## config.mk

```make
export PLATFORM = sky130hd
export DESIGN_NAME = pipe_perf_monitor
export DESIGN_NICKNAME = d
export VERILOG_FILES = /design/src/rtl/pipe_perf_monitor.sv
export SDC_FILE = /design/constraint.sdc
export NUM_CORES = 1
export LEC_CHECK = 0
export CAP_MARGIN = 10
export CORE_MARGIN = 1
export CORE_UTILIZATION = 63
export CTS_BUF_LIST = sky130_fd_sc_hd__clkbuf_8
export CTS_CLUSTER_DIAMETER = 40
export DETAILED_ROUTE_END_ITERATION = 8
export PLACE_DENSITY = 0.9
export RECOVER_POWER = 50
export SLEW_MARGIN = 20
export SYNTH_ARGS = -nofsm -noshare
export SYNTH_HDL_FRONTEND = slang
export SYNTH_HIERARCHICAL = 1
export SYNTH_SLANG_ARGS = --single-unit
```

## constraint.sdc

```tcl
create_clock -name clk_i -period 3.7 [get_ports clk_i]
set_input_delay 0.74 -clock clk_i [delete_from_list [all_inputs] [get_ports clk_i]]
set_output_delay 0.74 -clock clk_i [all_outputs]
set_load 0.01 [all_outputs]
```

## src/rtl/pipe_perf_monitor.sv

```systemverilog
// Pipeline performance monitor: a cycle counter plus NUM_EVT qualified event
// counters, an auto-stop cycle limit, atomic shadow snapshot and a registered read port.
module pipe_perf_cnt #(
  parameter int CNT_W    = 32,
  parameter bit SATURATE = 1'b1
) (
  input  logic             clk_i,
  input  logic             rst_i,
  input  logic             clr_i,
  input  logic             inc_i,
  output logic [CNT_W-1:0] cnt_o,
  output logic             ovf_o
);
  logic [CNT_W-1:0] cnt_q, cnt_d;
  logic             ovf_q, ovf_d;

  always_comb begin
    cnt_d = cnt_q;
    ovf_d = ovf_q;
    if (clr_i) begin
      cnt_d = '0;
      ovf_d = 1'b0;
    end else if (inc_i) begin
      if (&cnt_q) begin
        ovf_d = 1'b1;
        cnt_d = SATURATE ? cnt_q : '0;
      end else begin
        cnt_d = cnt_q + CNT_W'(1);
      end
    end
  end

  always_ff @(posedge clk_i) begin
    if (rst_i) begin
      cnt_q <= '0;
      ovf_q <= 1'b0;
    end else begin
      cnt_q <= cnt_d;
      ovf_q <= ovf_d;
    end
  end

  assign cnt_o = cnt_q;
  assign ovf_o = ovf_q;
endmodule

module pipe_perf_monitor #(
  parameter int NUM_EVT  = 4,
  parameter int CNT_W    = 32,
  parameter bit SATURATE = 1'b1,
  localparam int SEL_W   = $clog2(NUM_EVT + 1)
) (
  input  logic               clk_i,
  input  logic               rst_i,
  input  logic               start_i,
  input  logic [CNT_W-1:0]   limit_i,
  input  logic [NUM_EVT-1:0] evt_i,
  input  logic [NUM_EVT-1:0] evt_kill_i,
  input  logic               clear_i,
  input  logic               snapshot_i,
  input  logic               rd_req_i,
  input  logic [SEL_W-1:0]   rd_sel_i,
  output logic               rd_vld_o,
  output logic [CNT_W-1:0]   rd_data_o,
  output logic [NUM_EVT:0]   ovf_o,
  output logic               done_o,
  output logic               busy_o
);
  typedef enum logic [1:0] {IDLE, RUN, DONE} state_e;

  state_e                        state_q, state_d;
  logic                          count_en;
  logic [NUM_EVT:0]              inc;
  logic [NUM_EVT:0][CNT_W-1:0]   cnt;
  logic [NUM_EVT:0][CNT_W-1:0]   shd_q;
  logic [CNT_W-1:0]              cyc_nxt;
  logic                          lim_hit;
  logic                          rd_vld_q;
  logic [CNT_W-1:0]              rd_data_q, rd_data_d;

  // Lane 0 is the cycle counter; lane k is event channel k-1.
  assign count_en = (state_q == RUN) & start_i & ~clear_i;
  assign inc      = {evt_i & ~evt_kill_i & {NUM_EVT{count_en}}, count_en};

  for (genvar g = 0; g <= NUM_EVT; g++) begin : g_lane
    pipe_perf_cnt #(.CNT_W(CNT_W), .SATURATE(SATURATE)) u_cnt (
      .clk_i (clk_i),
      .rst_i (rst_i),
      .clr_i (clear_i),
      .inc_i (inc[g]),
      .cnt_o (cnt[g]),
      .ovf_o (ovf_o[g])
    );
  end

  // Limit compares against the post-increment value, so a wrap to 0 never matches.
  assign cyc_nxt = (&cnt[0]) ? (SATURATE ? cnt[0] : '0) : cnt[0] + CNT_W'(1);
  assign lim_hit = count_en & (limit_i != '0) & (cyc_nxt == limit_i);

  always_comb begin
    state_d = state_q;
    case (state_q)
      IDLE:    if (start_i && !clear_i) state_d = RUN;
      RUN:     if (clear_i) state_d = IDLE;
               else if (lim_hit) state_d = DONE;
      DONE:    if (clear_i) state_d = IDLE;
      default: state_d = IDLE;
    endcase
  end

  always_comb begin
    rd_data_d = rd_data_q;
    if (rd_req_i) rd_data_d = (rd_sel_i <= SEL_W'(NUM_EVT)) ? shd_q[rd_sel_i] : '0;
  end

  always_ff @(posedge clk_i) begin
    if (rst_i) begin
      state_q   <= IDLE;
      shd_q     <= '0;
      rd_vld_q  <= 1'b0;
      rd_data_q <= '0;
    end else begin
      state_q   <= state_d;
      rd_vld_q  <= rd_req_i;
      rd_data_q <= rd_data_d;
      // Captures pre-increment / pre-clear live values.
      if (snapshot_i) shd_q <= cnt;
    end
  end

  assign rd_vld_o  = rd_vld_q;
  assign rd_data_o = rd_data_q;
  assign done_o    = (state_q == DONE);
  assign busy_o    = (state_q == RUN);
endmodule

```

# Word-level counts from Yosys, hierarchy flattened
# Index checks and enable logic that the tools add are counted.
# W data, S select, Z words.
[totals]
regBits = 360
out_inout_bits = 40
[classes]
order_cmp = 2
bitwise = 12
muxes = 9
add_sub_neg = 5
n_reduce_logical = 20
eq_ne = 6
[ops]
columns = ["operator", "count"]
rows = [
  ["$reduce_and A33 Y1", 5],
  ["$add A32 B1 Y32 const B", 5],
  ["$reduce_and A32 Y1", 5],
  ["$bmux W32 S3", 1],
  ["$mux W32", 3],
  ["$eq A32 B32 Y1", 1],
  ["$reduce_bool A32 Y1", 1],
  ["$and A4 B4 Y4", 2],
  ["$mux W2", 4],
  ["$reduce_and A2 Y1", 4],
  ["$pmux W2 S3", 1],
  ["$not A1 Y1", 5],
  ["$and A1 B1 Y1", 4],
  ["$lt A3 B4 Y1 const B", 1],
  ["$ne A2 B2 Y1 const B", 2],
  ["$not A4 Y4", 1],
  ["$le A3 B3 Y1 const B", 1],
  ["$ne A3 B2 Y1 const B", 1],
  ["$reduce_and A3 Y1", 1],
  ["$eq A2 B1 Y1 const B", 1],
  ["$eq A2 B2 Y1 const B", 1],
  ["$logic_not A2 Y1", 1],
  ["$reduce_or A2 Y1", 1],
  ["$logic_and A1 B1 Y1", 1],
  ["$logic_not A1 Y1", 1],
]

# Longest topological paths before layout
# Gate-level depths: netlist (run 1).
[depth]
depth_word = 8
ltp_mapped = 10
mapped_depth_nobuf = 9

# Hierarchy
# The synthesis (run 1) kept the hierarchy.
[modules_own_cells]
columns = ["module", "area_each_um2", "seq_area_each_um2", "cells_per_inst", "instances"]
rows = [
  ["pipe_perf_monitor", 9127.5, 3903.7, 928, 1],
  ["pipe_perf_cnt", 1657.8, 660.6, 195, 5],
]

# Worst setup path after synthesis (run 1)
# Ideal clock, no wire load.
[synth_timing]
path_kind = "input to register"
start = "input port clear_i"
end = "register g_lane[1].u_cnt.cnt_q[23]"
setup_slack_ns = 0.824
n_path_buf = 0
path_stages = 8
arrival_time_ns = 2.817
setup_ns = 0.059
required_ns = 3.641
cell_sequence = "nor2_1 -> nand3_1 -> nor3b_1 -> nand2_1 -> nor3_2 -> o211ai_1 -> or4_1 -> nand2_1"
[synth_via]
elab_chain_len = 4
word_cells_on_any_way = 5
classes_between = "bitwise (3); reduce/logical (2)"
[synth_lines]
columns = ["item", "line", "rtl"]
rows = [
  ["from (decl)", "59", "input logic clear_i,"],
  ["$not A1 Y1", "82", "assign count_en = (state_q == RUN) & start_i & ~clear_i;"],
  ["$and A1 B1 Y1", "82", ""],
  ["$and A4 B4 Y4", "83", "assign inc = {evt_i & ~evt_kill_i & {NUM_EVT{count_en}}, count_en};"],
  ["via inc[1]", "73", "logic [NUM_EVT:0] inc;"],
  ["$reduce_and A2 Y1 (no line)", "-", ""],
  ["to (signal assigned)", "38", "cnt_q <= cnt_d;"],
  ["to (decl)", "14", "logic [CNT_W-1:0] cnt_q, cnt_d;"],
]
# The timed path passes the listed nets, and every way through them passes these cells.
# A chain may end at the register's enable or synchronous reset.

# Final worst setup path (run 1)
[layout_timing]
start = "input port clear_i"
end = "register g_lane[0].u_cnt.cnt_q[30]"
[layout_via]
elab_chain_len = 2
word_cells_on_any_way = 3
classes_between = "bitwise (2); reduce/logical (1)"
[layout_lines]
columns = ["item", "line", "rtl"]
rows = [
  ["$not A1 Y1", "82", ""],
  ["$and A1 B1 Y1", "82", ""],
  ["via count_en", "72", "logic count_en;"],
  ["to (signal assigned)", "38", ""],
  ["to (decl)", "14", ""],
]
# The timed path passes the listed nets, and every way through them passes these cells.

==> metrics.md, run 1 <==
| Metric | Value |
|---|---|
| Status | `finished with violations` |
| Failing checks | `capacitance limit, slew limit` |
| Mapped Cells | `approximately 1900` |
| R2r endpoint | `state_q[1]` |
| RSZ-0062 raised after global routing | `false` |
| Pwr dens | `403 nW/um^2` |
| PortBufs | `approximately 90` |
| #FFs+latches synth | `360` |
| Routed WL | `51900 um` |
| Cts repair resizes | `0` |
| Met2 GRT Util | `0.595` |
| # rows | `60` |
| Netlist cell types | `60` |
| Hold buffers post-CTS | `0` |
| Num CTS Buffers | `between 50 and 60` |
| Layout Area Growth over Synthesis | `14.8%` |
| Max FO, Critical Path | `6` |
| Final setup vio count | `0` |
| Minimum clock period after layout | `approximately 3.4 ns` |
| Final clock skew | `0.0380 ns` |
| Total track usage | `0.363` |
| Worst reg2reg setup slack | `around 0.50 ns` |
| Clock transition at the registers of the reported paths | `~0.06 ns` |
| Via count | `16019` |
| Clock power frac | `0.464` |
| Number of synthesized flops with an enable pin | `0` |
| Post-synthesis cell area | `17400 um^2` |
| Peak supply drop | `between 0.2 and 0.3 mV` |
| Fin crit share | `0.932` |
| Post-synthesis sequential area ratio | `0.414` |
| Syn_nets | `1958` |
| Ys Warns | `6` |
| DRC violations left | `0` |
| Gate power share | `0.052` |
| Post-CTS setup buffers | `0` |
| CTS tree | `done` |
| Final hold vios | `0` |
| Avg Vias per Cell | `just under 7` |
| Actual slew at the worst max-slew pin | `~2.7 ns` |
| Placer congestion estimate | `just over 0.9` |
| Die area | `roughly 28000 um^2` |
| Largest net degree at the start of global routing | `about 110` |
| Total global routing overflow | `0` |
| P_leak | `7.27 nW` |
| Critical Path RT | `around 4.2 ns` |
| Slew headroom | `-0.800` |
| Placed cell areas | `18700 um^2` |
| Reg2Reg Depth | `8` |
| Pre-Repair DR Iteration Count | `6` |
| Finished layout cell area | `20000 um^2` |
| Flop pwr share | `0.484` |
| Crit path DAT | `between 3 and 4 ns` |
| Internal Power | `6.19 mW` |
| Max cap viols | `2` |
| Main flop type after synthesis | `dfxtp_1` |
| GRT met1 Usage | `0.454` |
| Clock tree sinks | `360` |
| WL per Instance | `21.8 um` |
| Ports | `roughly 90` |
| Clock latency on the worst-skew pair | `about 0.63 ns` |
| Vias in the first global route | `around 15000` |
| Maximum clock path buffer count | `3` |
| Max Freq | `290 MHz` |
| Core Region | `approximately 27000 um^2` |
| First-pass GRT wire length | `81900 um` |
| DR iter-0 viols | `between 1500 and 2000` |
| Hold_sp | `g_lane[3].u_cnt/ovf_o` |
| Setup TNS | `0 ns` |
| Root buffer cell | `clkbuf_8` |
| Die Ht | `168 um` |
| Antenna-violating nets left | `0` |
| Syn avg cell area | `~9.2 um^2` |
| WS Path Type | `input port to flop` |
| Initial antenna violation count | `1` |
| Width of the die | `approximately 170 um` |
| # nets final | `between 2000 and 2500` |
| CP endpoint kind | `flop` |
| H-tree Lvls | `2` |
| Switching fraction of total power | `0.233` |
| Post-synth ARST share | `0` |
| CP startpoint kind | `input port` |
| Worst hold path cell count | `2` |
| Diode count | `0` |
| Hpwl dp | `35900 um` |
| Grt peak-use layer | `met2` |
| Switching Power | `~1.9 mW` |
| HP Class | `flop to flop` |
| Initial Util | `0.644` |
| Share of cells above drive strength 1 | `0.107` |
| RR Startpoint | `g_lane[0].u_cnt/cnt_o[11]` |
| Worst Hold End | `g_lane[3].u_cnt/ovf_o` |
| Met3 Use GR | `0.0701` |
| Max-slew violations | `roughly 110` |
[worst max-delay path by stage]
| stage | start | end | slack [ns] | cells after the start |
|---|---|---|---|---|
| 3_5_place_dp | clear_i | g_lane[4].u_cnt/cnt_o[15] | 0.18 | 10 |
| 5_1_grt | rd_sel_i[0] | rd_data_o[31] | 0.23 | 5 |
| 6_report | clear_i | g_lane[0].u_cnt/cnt_o[30] | 0.25 | 10 |
| 2_1_floorplan | clear_i | g_lane[1].u_cnt/cnt_o[23] | 0.82 | 8 |
| 4_1_cts | g_lane[0].u_cnt/cnt_o[11] | state_q[1] | 0.57 | 8 |
| 3_3_place_gp | clear_i | g_lane[4].u_cnt/cnt_o[23] | 0.33 | 10 |
[final cells by class]
| type | instances | area (um^2) |
|---|---|---|
| Clock inverter | 32 | 284 |
| Sequential cell | 360 | 7210 |
| Inverter | 29 | 109 |
| Multi-Input combinational cell | 1412 | 9720 |
| Fill cell | 1792 | 7030 |
| Timing Repair Buffer | 137 | 1260 |
| Tap cell | 341 | 427 |
| Clock buffer | 72 | 991 |
[stage by stage]
stage	util	total power, mW	setup slack, ns	hold slack (ns)	instances
2_1_floorplan	-	4.24	0.824	0.455	1903
3_3_place_gp	0.693	4.39	0.331	0.457	2279
3_5_place_dp	0.693	4.40	0.175	0.459	2279
4_1_cts	0.741	8.06	0.567	0.479	2383
5_1_grt	0.740	8.28	0.232	0.501	2383
6_report	0.740	8.07	0.253	0.471	2383
[flip-flops by register name, indices dropped and copies added (netlist names)]
name / cells
g_lane.u_cnt/cnt_o: 160
g_lane.u_cnt/ovf_o: 5
rd_data_o: 32
rd_vld_o: 1
shd_q: 160
state_q: 2
[layout by cell type, fill, tap and decap left out, drive strengths merged, types with 7 or more instances in the layout]
cell type,n
nand2,83
or2,10
o31a,10
dlygate4sd3,7
and2,18
clkdlybuf4s50,78
mux4,32
o211ai,31
o2111ai,15
clkbuf,78
or4,42
xnor2,32
and3,27
xor2,72
and4,22
mux2i,168
o21a,11
buf,46
nor3,59
nor2,292
nor4,34
o31ai,26
or3,51
inv,49
dfxtp,360
a221oi,33
nand4,72
o21ai,65
nand3,71
clkinv,7
a21oi,85
[cell families after synthesis]
| group | after synthesis | synth area share |
|---|---|---|
| buf+inv | 131 | 0.0294 |
| mux | 202 | 0.139 |
| flops | 360 | 0.414 |
| simple gates | 796 | 0.241 |
| fa+ha+maj | 6 | 0.00431 |
| compound gates | 304 | 0.120 |
| xor+xnor | 104 | 0.0523 |
[synth_stat cells, types with 10 or more instances]
cell       instances  area share
and4_1            21       0.011
o21ai_1           36       0.010
mux2i_1          168       0.097
nor4_1            27      0.0097
inv_1             29      0.0062
nand2_1           83       0.018
o21ai_0           29      0.0083
xor2_1            72       0.036
nand3_1           71       0.020
xnor2_1           32       0.016
o31ai_1           16      0.0069
a221oi_1          33       0.017
mux4_2            32       0.041
nor3_1            49       0.014
buf_1             15      0.0032
or4_1             42       0.018
nor3_2            10      0.0057
nand4_1           66       0.024
dfxtp_1          360        0.41
and3_1            27      0.0097
buf_2             16      0.0046
o31a_1            10      0.0050
nor2_1           292       0.063
or2_2             10      0.0036
o21a_1            11      0.0047
o211ai_1          31       0.013
or3_1             51       0.018
o2111ai_1         15      0.0075
a21oi_1           85       0.024
clkbuf_1          71       0.015
and2_1            18      0.0065
[per-layer routing]
layer / routed length (um) / part of all wire
met2: 24000 / 0.46
met4: 2810 / 0.054
met1: 20200 / 0.39
met5: 15 / 0.00029
met3: 4880 / 0.094
[critical path: stages]
cell           delay, ns
dlygate4sd3_1       0.58
nor2_1              0.14
nand3_1             0.09
clkbuf_1            0.45
inv_1               0.36
nand2_1             0.22
nor3_2              0.41
nand4_1             0.30
or4_1               0.51
a21oi_1             0.17
[power groups by stage]
stage                     Sequential (mW)  Clock (mW)  Combinational [mW]
after floorplan                      4.00           0               0.241
after global placement               3.99           0               0.399
after detailed placement             3.99           0               0.406
after CTS                            3.91        3.74               0.411
after global routing                 3.91        3.93               0.445
final                                3.91        3.74               0.421
No activity file was read; power rests on OpenSTA's default activity.
==> run 2: changes to the inputs <==
--- a/config.mk
+++ b/config.mk
@@ -7,11 +7,11 @@
 export LEC_CHECK = 0
 export CAP_MARGIN = 10
 export CORE_MARGIN = 1
-export CORE_UTILIZATION = 63
+export CORE_UTILIZATION = 62
 export CTS_BUF_LIST = sky130_fd_sc_hd__clkbuf_8
 export CTS_CLUSTER_DIAMETER = 40
 export DETAILED_ROUTE_END_ITERATION = 8
-export PLACE_DENSITY = 0.9
+export PLACE_DENSITY = 0.89
 export RECOVER_POWER = 50
 export SLEW_MARGIN = 20
 export SYNTH_ARGS = -nofsm -noshare
==> run 2 against run 1 <==
Effect of this change: the flow still finishes with violations (capacitance limit, slew limit); combinational power decreased by 2%; first-iteration DRC count rose by 7.8%; wire length decreased by 0.54%; register-to-register slack worse by 0.10 ns; critical path depth down 6; clock power about the same; via count increased by 0.71%; total power up 0.30%; critical endpoint is now shd_q[88]; largest cell class unchanged; largest power group unchanged; highest routed layer is now met4.
==> metrics.md, run 2 (synthesis gave the netlist of run 1 again) <==
| Metric | Value |
|---|---|
| Status | `finished with violations (unchanged)` |
| Failing checks | `capacitance limit, slew limit (unchanged)` |
| HP Class | `flop to flop (unchanged)` |
| RSZ-0062 raised after global routing | `false (unchanged)` |
| Worst hold path cell count | `2 (unchanged)` |
| DRC violations left | `0 (unchanged)` |
| Hpwl dp | `35700 um (was 35900 um)` |
| CTS tree | `done (unchanged)` |
| Placer congestion estimate | `0.936 (was 0.911)` |
| Internal Power | `6.21 mW (was 6.19 mW)` |
| WS Path Type | `input port to flop (unchanged)` |
| Minimum clock period after layout | `3.38 ns (was 3.45 ns)` |
| Num CTS Buffers | `57 (was 58)` |
| # rows | `60 (unchanged)` |
| Max cap viols | `1 (was 2)` |
| CP endpoint kind | `flop (unchanged)` |
| CP startpoint kind | `input port (unchanged)` |
| Pwr dens | `405 nW/um^2 (was 403 nW/um^2)` |
| H-tree Lvls | `2 (unchanged)` |
| Avg Vias per Cell | `6.69 (was 6.72)` |
| Largest net degree at the start of global routing | `102 (was 106)` |
| Post-CTS setup buffers | `0 (unchanged)` |
| DR iter-0 viols | `2126 (was 1972)` |
| Actual slew at the worst max-slew pin | `2.15 ns (was 2.70 ns)` |
| Maximum clock path buffer count | `3 (unchanged)` |
| Max FO, Critical Path | `64 (was 6)` |
| Width of the die | `170 um (was 168 um)` |
| Core Region | `27300 um^2 (was 27000 um^2)` |
| Clock tree sinks | `360 (unchanged)` |
| Critical Path RT | `4.15 ns (was 4.24 ns)` |
| Max Freq | `296 MHz (was 290 MHz)` |
| Final clock skew | `0.0291 ns (was 0.0380 ns)` |
| Max-slew violations | `64 (was 109)` |
| First-pass GRT wire length | `80900 um (was 81900 um)` |
| Die area | `28800 um^2 (was 28300 um^2)` |
| Root buffer cell | `clkbuf_8 (unchanged)` |
| Gate power share | `0.051 (was 0.052)` |
| Final setup vio count | `0 (unchanged)` |
| Total global routing overflow | `0 (unchanged)` |
| Vias in the first global route | `15230 (was 15261)` |
| Setup TNS | `0 ns (unchanged)` |
| Routed WL | `51600 um (was 51900 um)` |
| Ports | `89 (unchanged)` |
| Peak supply drop | `0.320 mV (was 0.279 mV)` |
| Initial antenna violation count | `0 (was 1)` |
| Diode count | `0 (unchanged)` |
| Switching Power | `1.88 mW (about the same)` |
| P_leak | `7.26 nW (was 7.27 nW)` |
| Antenna-violating nets left | `0 (unchanged)` |
| Clock latency on the worst-skew pair | `0.62 ns (was 0.63 ns)` |
| Total track usage | `0.355 (was 0.363)` |
| Slew headroom | `-0.431 (was -0.800)` |
| Die Ht | `170 um (was 168 um)` |
| WL per Instance | `21.4 um (was 21.8 um)` |
| Cts repair resizes | `0 (unchanged)` |
| Flop pwr share | `0.483 (was 0.484)` |
| Via count | `16132 (was 16019)` |
| Commonest non-fill, non-tap cells in the layout | `dfxtp_1, nor2_1, mux2i_1 (unchanged)` |
| # nets final | `2047 (was 2053)` |
| Share of cells above drive strength 1 | `0.107 (about the same)` |
| Reg2Reg Depth | `8 (unchanged)` |
| Layout Area Growth over Synthesis | `14.8% (unchanged)` |
| Clock power frac | `0.466 (was 0.464)` |
| PortBufs | `88 (unchanged)` |
| Initial Util | `0.639 (was 0.644)` |
| Fin crit share | `0.913 (was 0.932)` |
| Crit path DAT | `3.83 ns (was 3.98 ns)` |
| Clock transition at the registers of the reported paths | `0.07 ns (was 0.06 ns)` |
| Fin Hold WS | `0.469 ns (was 0.471 ns)` |
| Switching fraction of total power | `0.233 (about the same)` |
| Pre-Repair DR Iteration Count | `6 (unchanged)` |
| Commonest non-fill, non-tap cell in the layout | `dfxtp_1 (unchanged)` |
| Hold buffers post-CTS | `0 (unchanged)` |
| Final hold vios | `0 (unchanged)` |
## run 2: cell count changes in the layout (fill, tap and decap cells not counted), sizes merged
cell / before / now
buf: 46 / 41
bufinv: 5 / 3
clkbuf: 78 / 86
clkdlybuf4s50: 78 / 63
clkinv: 7 / 8
clkinvlp: 0 / 5
dlygate4sd3: 7 / 22
inv: 49 / 41
## run 2: worst paths after layout
check,startpoint,to,slack [ns]
min,g_lane[3].u_cnt/ovf_o,g_lane[3].u_cnt/ovf_o,0.47
max,snapshot_i,shd_q[88],0.32
min reg2reg,g_lane[3].u_cnt/ovf_o,g_lane[3].u_cnt/ovf_o,0.47
max reg2reg,g_lane[0].u_cnt/cnt_o[12],state_q[0],0.40
## run 2: per-layer routing
metal  vias to the layer above  global-route usage  share of wire
met2                       975               0.584           0.47
met3                       198              0.0639          0.096
met5                         -                   0              0
li1                       7263                   -              -
met1                      7696               0.445           0.39
met4                         0               0.184          0.050
## run 2: stage by stage
step | instance area [um^2] | setup WS [ns] | power [mW] | std cells | util
after global routing | 20000 | 0.174 | 8.30 | 2413 | 0.734
final | 20000 | 0.321 | 8.09 | 2413 | 0.734
after detailed placement | 18700 | 0.224 | 4.40 | 2305 | 0.687
after floorplan | 17400 | 0.824 | 4.24 | 1903 | -
after CTS | 20100 | 0.459 | 8.10 | 2413 | 0.736
after global placement | 18700 | 0.346 | 4.39 | 2305 | 0.687
## run 2: power groups by stage
| stage | Sequential, mW | Clock [mW] | Combinational [mW] |
|---|---|---|---|
| 3_5_place_dp | 3.99 | 0 | 0.404 |
| 5_1_grt | 3.91 | 3.95 | 0.437 |
| 2_1_floorplan | 4.00 | 0 | 0.241 |
| 3_3_place_gp | 3.99 | 0 | 0.400 |
| 6_report | 3.91 | 3.77 | 0.412 |
| 4_1_cts | 3.91 | 3.79 | 0.409 |
## run 2: final cells by class
class,instances,area [um^2]
inverters,29,109
repair buffers,132,1200
fillers,1879,7250
clock inverters,28,220
multi-input cells,1412,9700
well taps,372,465
flip-flops and latches,360,7210
clock buffers,80,1100
## run 2: critical path, stage by stage
cell	delay, ns
clkbuf_2	1.48
clkbuf_2	1.11
mux2i_1	0.33
nor2_1	0.08
